==> config.mk <==
export PLATFORM = sky130hd
export DESIGN_NAME = instr_fetch_unit
export DESIGN_NICKNAME = d
export VERILOG_FILES = /design/src/rtl/instr_fetch_unit.sv
export SDC_FILE = /design/constraint.sdc
export NUM_CORES = 1
export LEC_CHECK = 0
export ABC_AREA = 1
export BUFFER_PORTS_ARGS = -buffer_cell sky130_fd_sc_hd__buf_2
export CAP_MARGIN = 20
export CORE_ASPECT_RATIO = 1.25
export CORE_UTILIZATION = 25
export DETAILED_ROUTE_END_ITERATION = 8
export HOLD_SLACK_MARGIN = 0.03
export PLACE_DENSITY_LB_ADDON = 0.2
export SLEW_MARGIN = 20
export SYNTH_ARGS = -nofsm -noshare
export SYNTH_HDL_FRONTEND = slang
export SYNTH_SLANG_ARGS = --single-unit
==> constraint.sdc <==
create_clock -name i_clk -period 1.85 [get_ports i_clk]
set_input_delay 0.37 -clock i_clk [delete_from_list [all_inputs] [get_ports i_clk]]
set_output_delay 0.37 -clock i_clk [all_outputs]
set_load 0.05 [all_outputs]
==> src/rtl/instr_fetch_unit.sv <==
// instr_fetch_unit: holds the PC, reads instruction words from memory with a
// req/ack handshake and hands each word to the instruction register with a
// one-cycle load strobe. Handles stalls, redirects (also mid-fetch) and
// memory timeouts.
module instr_fetch_unit #(
    parameter logic [31:0] RESET_PC = 32'h0000_3000,
    parameter int          MAX_WAIT = 15
) (
    input  logic        i_clk,
    input  logic        i_reset,
    input  logic        i_fetch_req,
    input  logic        i_stall,
    input  logic        i_redirect,
    input  logic [31:0] i_redirect_pc,
    output logic        o_mem_rd,
    output logic [31:0] o_mem_addr,
    input  logic [31:0] i_mem_rdata,
    input  logic        i_mem_ack,
    output logic [31:0] o_ir_data,
    output logic        o_ir_load,
    output logic [31:0] o_pc,
    output logic [31:0] o_pc_plus4,
    output logic        o_busy,
    output logic        o_fetch_err
);

    typedef enum logic [1:0] {
        IDLE    = 2'd0,
        REQ     = 2'd1,
        DELIVER = 2'd2,
        ERR     = 2'd3
    } state_t;

    // Last REQ cycle without ack that is still tolerated before timing out.
    localparam logic [7:0] LP_WAIT_LAST = 8'(MAX_WAIT - 1);

    state_t      r_state;
    state_t      w_nextState;
    logic [31:0] r_pc;
    logic [31:0] r_irData;
    logic [7:0]  r_waitCnt;
    logic        r_kill;
    logic [31:0] r_killPc;
    logic        w_redirAligned;
    logic        w_redirMisaligned;
    logic [31:0] w_pcPlus4;

    assign w_redirAligned    = i_redirect && (i_redirect_pc[1:0] == 2'b00);
    assign w_redirMisaligned = i_redirect && (i_redirect_pc[1:0] != 2'b00);
    assign w_pcPlus4         = r_pc + 32'd4;

    // State register with synchronous active-low reset.
    always_ff @(posedge i_clk) begin
        if (!i_reset) begin
            r_state <= IDLE;
        end else begin
            r_state <= w_nextState;
        end
    end

    // Next-state logic; a redirect arriving with the ack kills the data too.
    always_comb begin
        w_nextState = r_state;
        unique case (r_state)
            IDLE: begin
                if (i_redirect) begin
                    w_nextState = w_redirMisaligned ? ERR : IDLE;
                end else if (i_fetch_req && !i_stall) begin
                    w_nextState = REQ;
                end
            end
            REQ: begin
                if (w_redirMisaligned) begin
                    w_nextState = ERR;
                end else if (i_mem_ack) begin
                    w_nextState = (r_kill || i_redirect) ? IDLE : DELIVER;
                end else if (r_waitCnt == LP_WAIT_LAST) begin
                    w_nextState = ERR;
                end
            end
            DELIVER: begin
                if (i_redirect) begin
                    w_nextState = w_redirMisaligned ? ERR : IDLE;
                end else if (!i_stall) begin
                    w_nextState = IDLE;
                end
            end
            ERR: begin
                w_nextState = ERR;
            end
            default: begin
                w_nextState = ERR;
            end
        endcase
    end

    // Datapath: pc, fetched word, wait counter and the pending-redirect capture.
    always_ff @(posedge i_clk) begin
        if (!i_reset) begin
            r_pc      <= RESET_PC;
            r_irData  <= 32'd0;
            r_waitCnt <= 8'd0;
            r_kill    <= 1'b0;
            r_killPc  <= 32'd0;
        end else begin
            unique case (r_state)
                IDLE: begin
                    if (w_redirAligned) begin
                        r_pc <= i_redirect_pc;
                    end else if (!i_redirect && i_fetch_req && !i_stall) begin
                        r_waitCnt <= 8'd0;
                        r_kill    <= 1'b0;
                    end
                end
                REQ: begin
                    if (i_mem_ack && !w_redirMisaligned) begin
                        if (i_redirect) begin
                            r_pc   <= i_redirect_pc;
                            r_kill <= 1'b0;
                        end else if (r_kill) begin
                            r_pc   <= r_killPc;
                            r_kill <= 1'b0;
                        end else begin
                            r_irData <= i_mem_rdata;
                        end
                    end else if (!i_mem_ack) begin
                        r_waitCnt <= r_waitCnt + 8'd1;
                        if (w_redirAligned) begin
                            r_kill   <= 1'b1;
                            r_killPc <= i_redirect_pc;
                        end
                    end
                end
                DELIVER: begin
                    if (w_redirAligned) begin
                        r_pc <= i_redirect_pc;
                    end else if (!i_redirect && !i_stall) begin
                        r_pc <= w_pcPlus4;
                    end
                end
                ERR: begin
                    r_pc <= r_pc;
                end
                default: begin
                    r_pc <= r_pc;
                end
            endcase
        end
    end

    // Outputs decoded from the current state; a reset cycle never loads the IR.
    always_comb begin
        o_mem_rd    = (r_state == REQ);
        o_ir_load   = (r_state == DELIVER) && !i_stall && !i_redirect && i_reset;
        o_busy      = (r_state != IDLE);
        o_fetch_err = (r_state == ERR);
    end

    assign o_mem_addr = r_pc;
    assign o_pc       = r_pc;
    assign o_pc_plus4 = w_pcPlus4;
    assign o_ir_data  = r_irData;

endmodule

# == After elaboration in Yosys (flattened, before gate mapping) ==
# Index checks and enable logic that the tools add are counted.
# word_totals
in_bits,70
latch_bits,0
reg_bits,107
elab_cells,83
ram_bits,0
out_inout_bits,132
mem_bits_ro,0
n_memories,0
# classes
muxes,28
eq_ne,17
order_cmp,0
shifts,0
div_mod_pow,0
multipliers,0
bitwise_logic,5
add_sub_neg,2
reduce_logical,25
# ops
op,n
32-bit 2-to-1 mux,6
32-bit case mux with 3 select lines,1
"32-bit by 3-bit adder with 32-bit output, second input constant",1
8-bit 2-to-1 mux,4
2-bit 2-to-1 mux,9
8-bit case mux with 2 select lines,1
5-bit AND reduction,3
1-bit logical AND,10
"2-bit != test, second input constant",5
"3-bit != test, second input constant",3
"8-bit by 1-bit adder with 8-bit output, second input constant",1
"8-bit by 4-bit equality test with 1-bit output, second input constant",1
2-bit case mux with 4 select lines,1
4-bit AND reduction,2
"3-bit by 2-bit != test with 1-bit output, second input constant",2
2-bit nonzero test,3
1-bit 2-to-1 mux,5
1-bit inverter,5
"2-bit equality test, second input constant",2
2-bit zero test,2
"4-bit by 1-bit != test with 1-bit output, second input constant",1
1-bit zero test,3
"3-bit by 1-bit != test with 1-bit output, second input constant",1
3-bit AND reduction,1
other kinds (4),4

# == Logic depth before layout (Yosys ltp) ==
# logic_depth
word_depth,6
mapped_depth,12
mapped_depth_nobuf,12

# == Worst setup path before layout ==
# OpenSTA, ideal clock, no wires.
# synth_timing
kind,register -> register
start,reg r_pc[3] (netlist: o_mem_addr[3])
end,reg r_pc[18] (netlist: o_mem_addr[18])
t_required_ns,1.784
path_buffers,0
setup_ns,0.066
path_stages_with_launch,11
arrival_ns,2.602
path_slack_ns,-0.818
path_cell_list,dfxtp_1 -> ha_1 -> nand2_1 -> nor2_2 -> nand2_2 -> nor2_4 -> xor2_1 -> nand2_1 -> nand2_1 -> nand2_1 -> a21oi_2
# synth_between
elab_chain_len,4
# synth_rtl
element,line,text
"start, declared",39,logic [31:0] r_pc;
"start signal, assigned",109,r_pc <= i_redirect_pc;
"start signal, assigned",118,r_pc <= i_redirect_pc;
"start signal, assigned",121,r_pc <= r_killPc;
32-bit by 3-bit adder with 32-bit output,50,assign w_pcPlus4 = r_pc + 32'd4;
net o_pc_plus4[18],22,"output logic [31:0] o_pc_plus4,"
32-bit 2-to-1 mux,137,end else if (!i_redirect && !i_stall) begin
32-bit 2-to-1 mux,135,if (w_redirAligned) begin
32-bit case mux with 3 select lines,106,unique case (r_state)
# The timed path passes the listed nets, and every way through them passes these cells. The select of a mux whose other input is x is not followed.
# A chain may end at the register's enable or synchronous reset.

# == Worst setup path after layout ==
# layout_timing
start,reg r_pc[2] (netlist: o_mem_addr[2])
end,out o_pc_plus4[19]
# layout_between
elab_chain_len,1
# layout_rtl
element,line
32-bit by 3-bit adder with 32-bit output,50
"end, declared",22
# No other way between the ends.

==> metrics.txt <==
Area Overhead vs Synth 53.28%; area share of the largest cell type after synthesis 0.3329; Final Hold Fails 0; Nets 1309; count of cell types in the netlist 39; PwrDens 1771 nW/um^2; clock latency on the worst-skew pair 370 ps; most numerous cell in the Yosys netlist nand2_1; Max Slew Vio Count 0; Core ar. between 20000 and 30000 um^2; #FFs+latches synth 107; post-route setup TNS -8122 ps; Clock Pin Slew Worst Setup and Hold Paths 90 ps; fin crit share 1.197; HPWL after detailed placement between 15 and 20 mm; synthesized area 6435 um^2; Starting Density 0.2544; Via density 4.414; Post-synth EDFFs 0; violated checks setup timing; Layout Utilization 0.3900; vias in the first global route 6525; status finished, violations left; CTS Buf Count 9; Synth async-reset ratio 0; Psw 9314 uW; Final Instance Area 9863 um^2; Flop pwr share 0.177; Peak VDD IR around 1.1 mV; largest net degree at the start of global routing 56; post-synth top area cell dfxtp_1; worst hold path type input port to flip-flop; Clock Power Share 0.123; Layout Skew 13.40 ps; CTS Buffer Depth 2; Setup Crit Path Kind flip-flop to output port; Buffers on Ports 201; Wirelength per Cell about 15 um; chip width ~150 um; post-route ant nets 0; Syn Area/Cell ~6.6 um^2; Tmin final 2214 ps; Primary FF master, synth dfxtp_1; top area cells in the synthesized netlist dfxtp_1 (33%), nand2_1 (15%), nor2_1 (8.1%); Gate power share 0.701; worst endpoint data arrival time 1840 ps; dpl ws -110.9 ps; Remaining DRCs 0; I/O Pins 202; Max-Slew Margin vs Limit 0.6418; Switching Fraction 0.5332; row cnt between 60 and 70; sequential area share after synthesis 0.3329; Worst-Margin Slew between 500 and 600 ps; layout cell share with drive strength beyond 1 0.4604; Internal 8154 uW; Critical Path RT 1480 ps; Setup crit end kind output port; Commonest cells post-synth nand2_1 (264), nor2_1 (139), dfxtp_1 (107); Synth Instances 969; placed cell area 8413 um^2; Setup WS post-layout -363.6 ps; ANT cells 0; RSZ-0062 raised after global routing yes; Critical Path Start Type flip-flop; All-Layer GR Usage 0.1734; initial antenna violation count 1; vias 6934; CTS tree built; Finish-stage setup viols 28; H-tree depth 3; crit-path max FO 5; router iterations before antenna repair 4; DIE HEIGHT 181.4 um; first-pass GRT wire length ~35 mm; detailed router's first-iteration violation count around 270; Max-cap violations 0; Pleak 0.004324 uW; cts hold-fix bufs 0; Routed WL 23.24 mm; GPL Wtd Cong 0.8632; total grt overflow 0; Yosys warnings 0; Clock Sinks 107; die area 26390 um^2; fmax 451.8 MHz; CTS Root Buffer Type clkbuf_16; syn nets ~1000
[logic make-up after synthesis]
family,Yosys count,synth area share
XOR/XNOR,13,0.02003
AND/OR/NAND/NOR,529,0.3570
AO/OA/AOI/OAI,168,0.1550
flip-flops,107,0.3329
buffers and inverters,144,0.1196
adder cells (fa/ha/maj),8,0.01556
[power by group through the flow]
stage          sequential, uW  clock [uW]  combinational, uW
4_1_cts                  3080        2220              11400
3_5_place_dp             3100           0              10500
2_1_floorplan            4380           0               6740
3_3_place_gp             3090           0              10500
6_report                 3080        2140              12200
5_1_grt                  3140        2320              13000
[timing repair]
item | in CTS | in global routing
cloned | 0 | 5
resized for setup | 147 | 67
buffers inserted | 16 | 18
pin swaps | 27 | 46
endpoints found under the setup margin | 31 | 67
[cells in the final DEF, fill, tap and decap left out, types with 18 or more instances in the layout]
master and count:
a21oi_1 65, a21oi_2 32, buf_2 170, buf_4 98, buf_6 29, dfxtp_1 83, dfxtp_2 18, inv_1 48
nand2_1 224, nand2_2 53, nand3_1 42, nor2_1 121, nor2_4 18, o21ai_0 49
[metal layers]
| metal | share of wire | track usage | up-vias |
|---|---|---|---|
| met5 | 0.00034 | 0 | - |
| met4 | 0.020 | 0.06232 | 2 |
| met3 | 0.039 | 0.03266 | 30 |
| met2 | 0.52 | 0.3148 | 160 |
| met1 | 0.42 | 0.2018 | 3171 |
| li1 | - | - | 3571 |
[worst max-delay path: stages, from the launching register on]
cell        delay, ps
dfxtp_4           390
clkinvlp_4        110
nor2_4            180
nand2_4           120
nor2_4            150
buf_12            140
nand2_4            40
nand2_2            60
and2_4            140
buf_8             140
[worst paths after layout]
check             depth (start not counted)            from  slack [ps]             end
setup / recovery                          9   o_mem_addr[2]        -360  o_pc_plus4[19]
hold / removal                            3  i_mem_rdata[5]         260    o_ir_data[5]
setup reg to reg                         15   o_mem_addr[2]        -240   o_mem_addr[5]
hold reg to reg                           2     r_killPc[0]         440     r_killPc[0]
[state kept, by name, summed over array words and instances (netlist names)]
register,cells
o_ir_data,32
o_mem_addr,32
r_kill,1
r_killPc,32
r_state,2
r_waitCnt,8
[final cells by class]
cell class / count / area [um^2]
well taps: 335 / 419.2
flip-flops and latches: 107 / 2187
multi-input cells: 718 / 4185
clock buffers: 9 / 225.2
inverters: 67 / 280.3
fillers: 2645 / 15430
repair buffers: 328 / 2474
clock inverters: 7 / 92.59
[metrics by stage]
stage               hold WS [ps]  instances  total power [uW]
finish                     258.6       1571             17470
CTS                        240.5       1552             16660
detailed placement         429.7       1520             13600
floorplan                  415.2        969             11120
global route               250.0       1571             18500
global placement           423.7       1520             13600
Note: power is estimated with default switching activity, not from simulation.
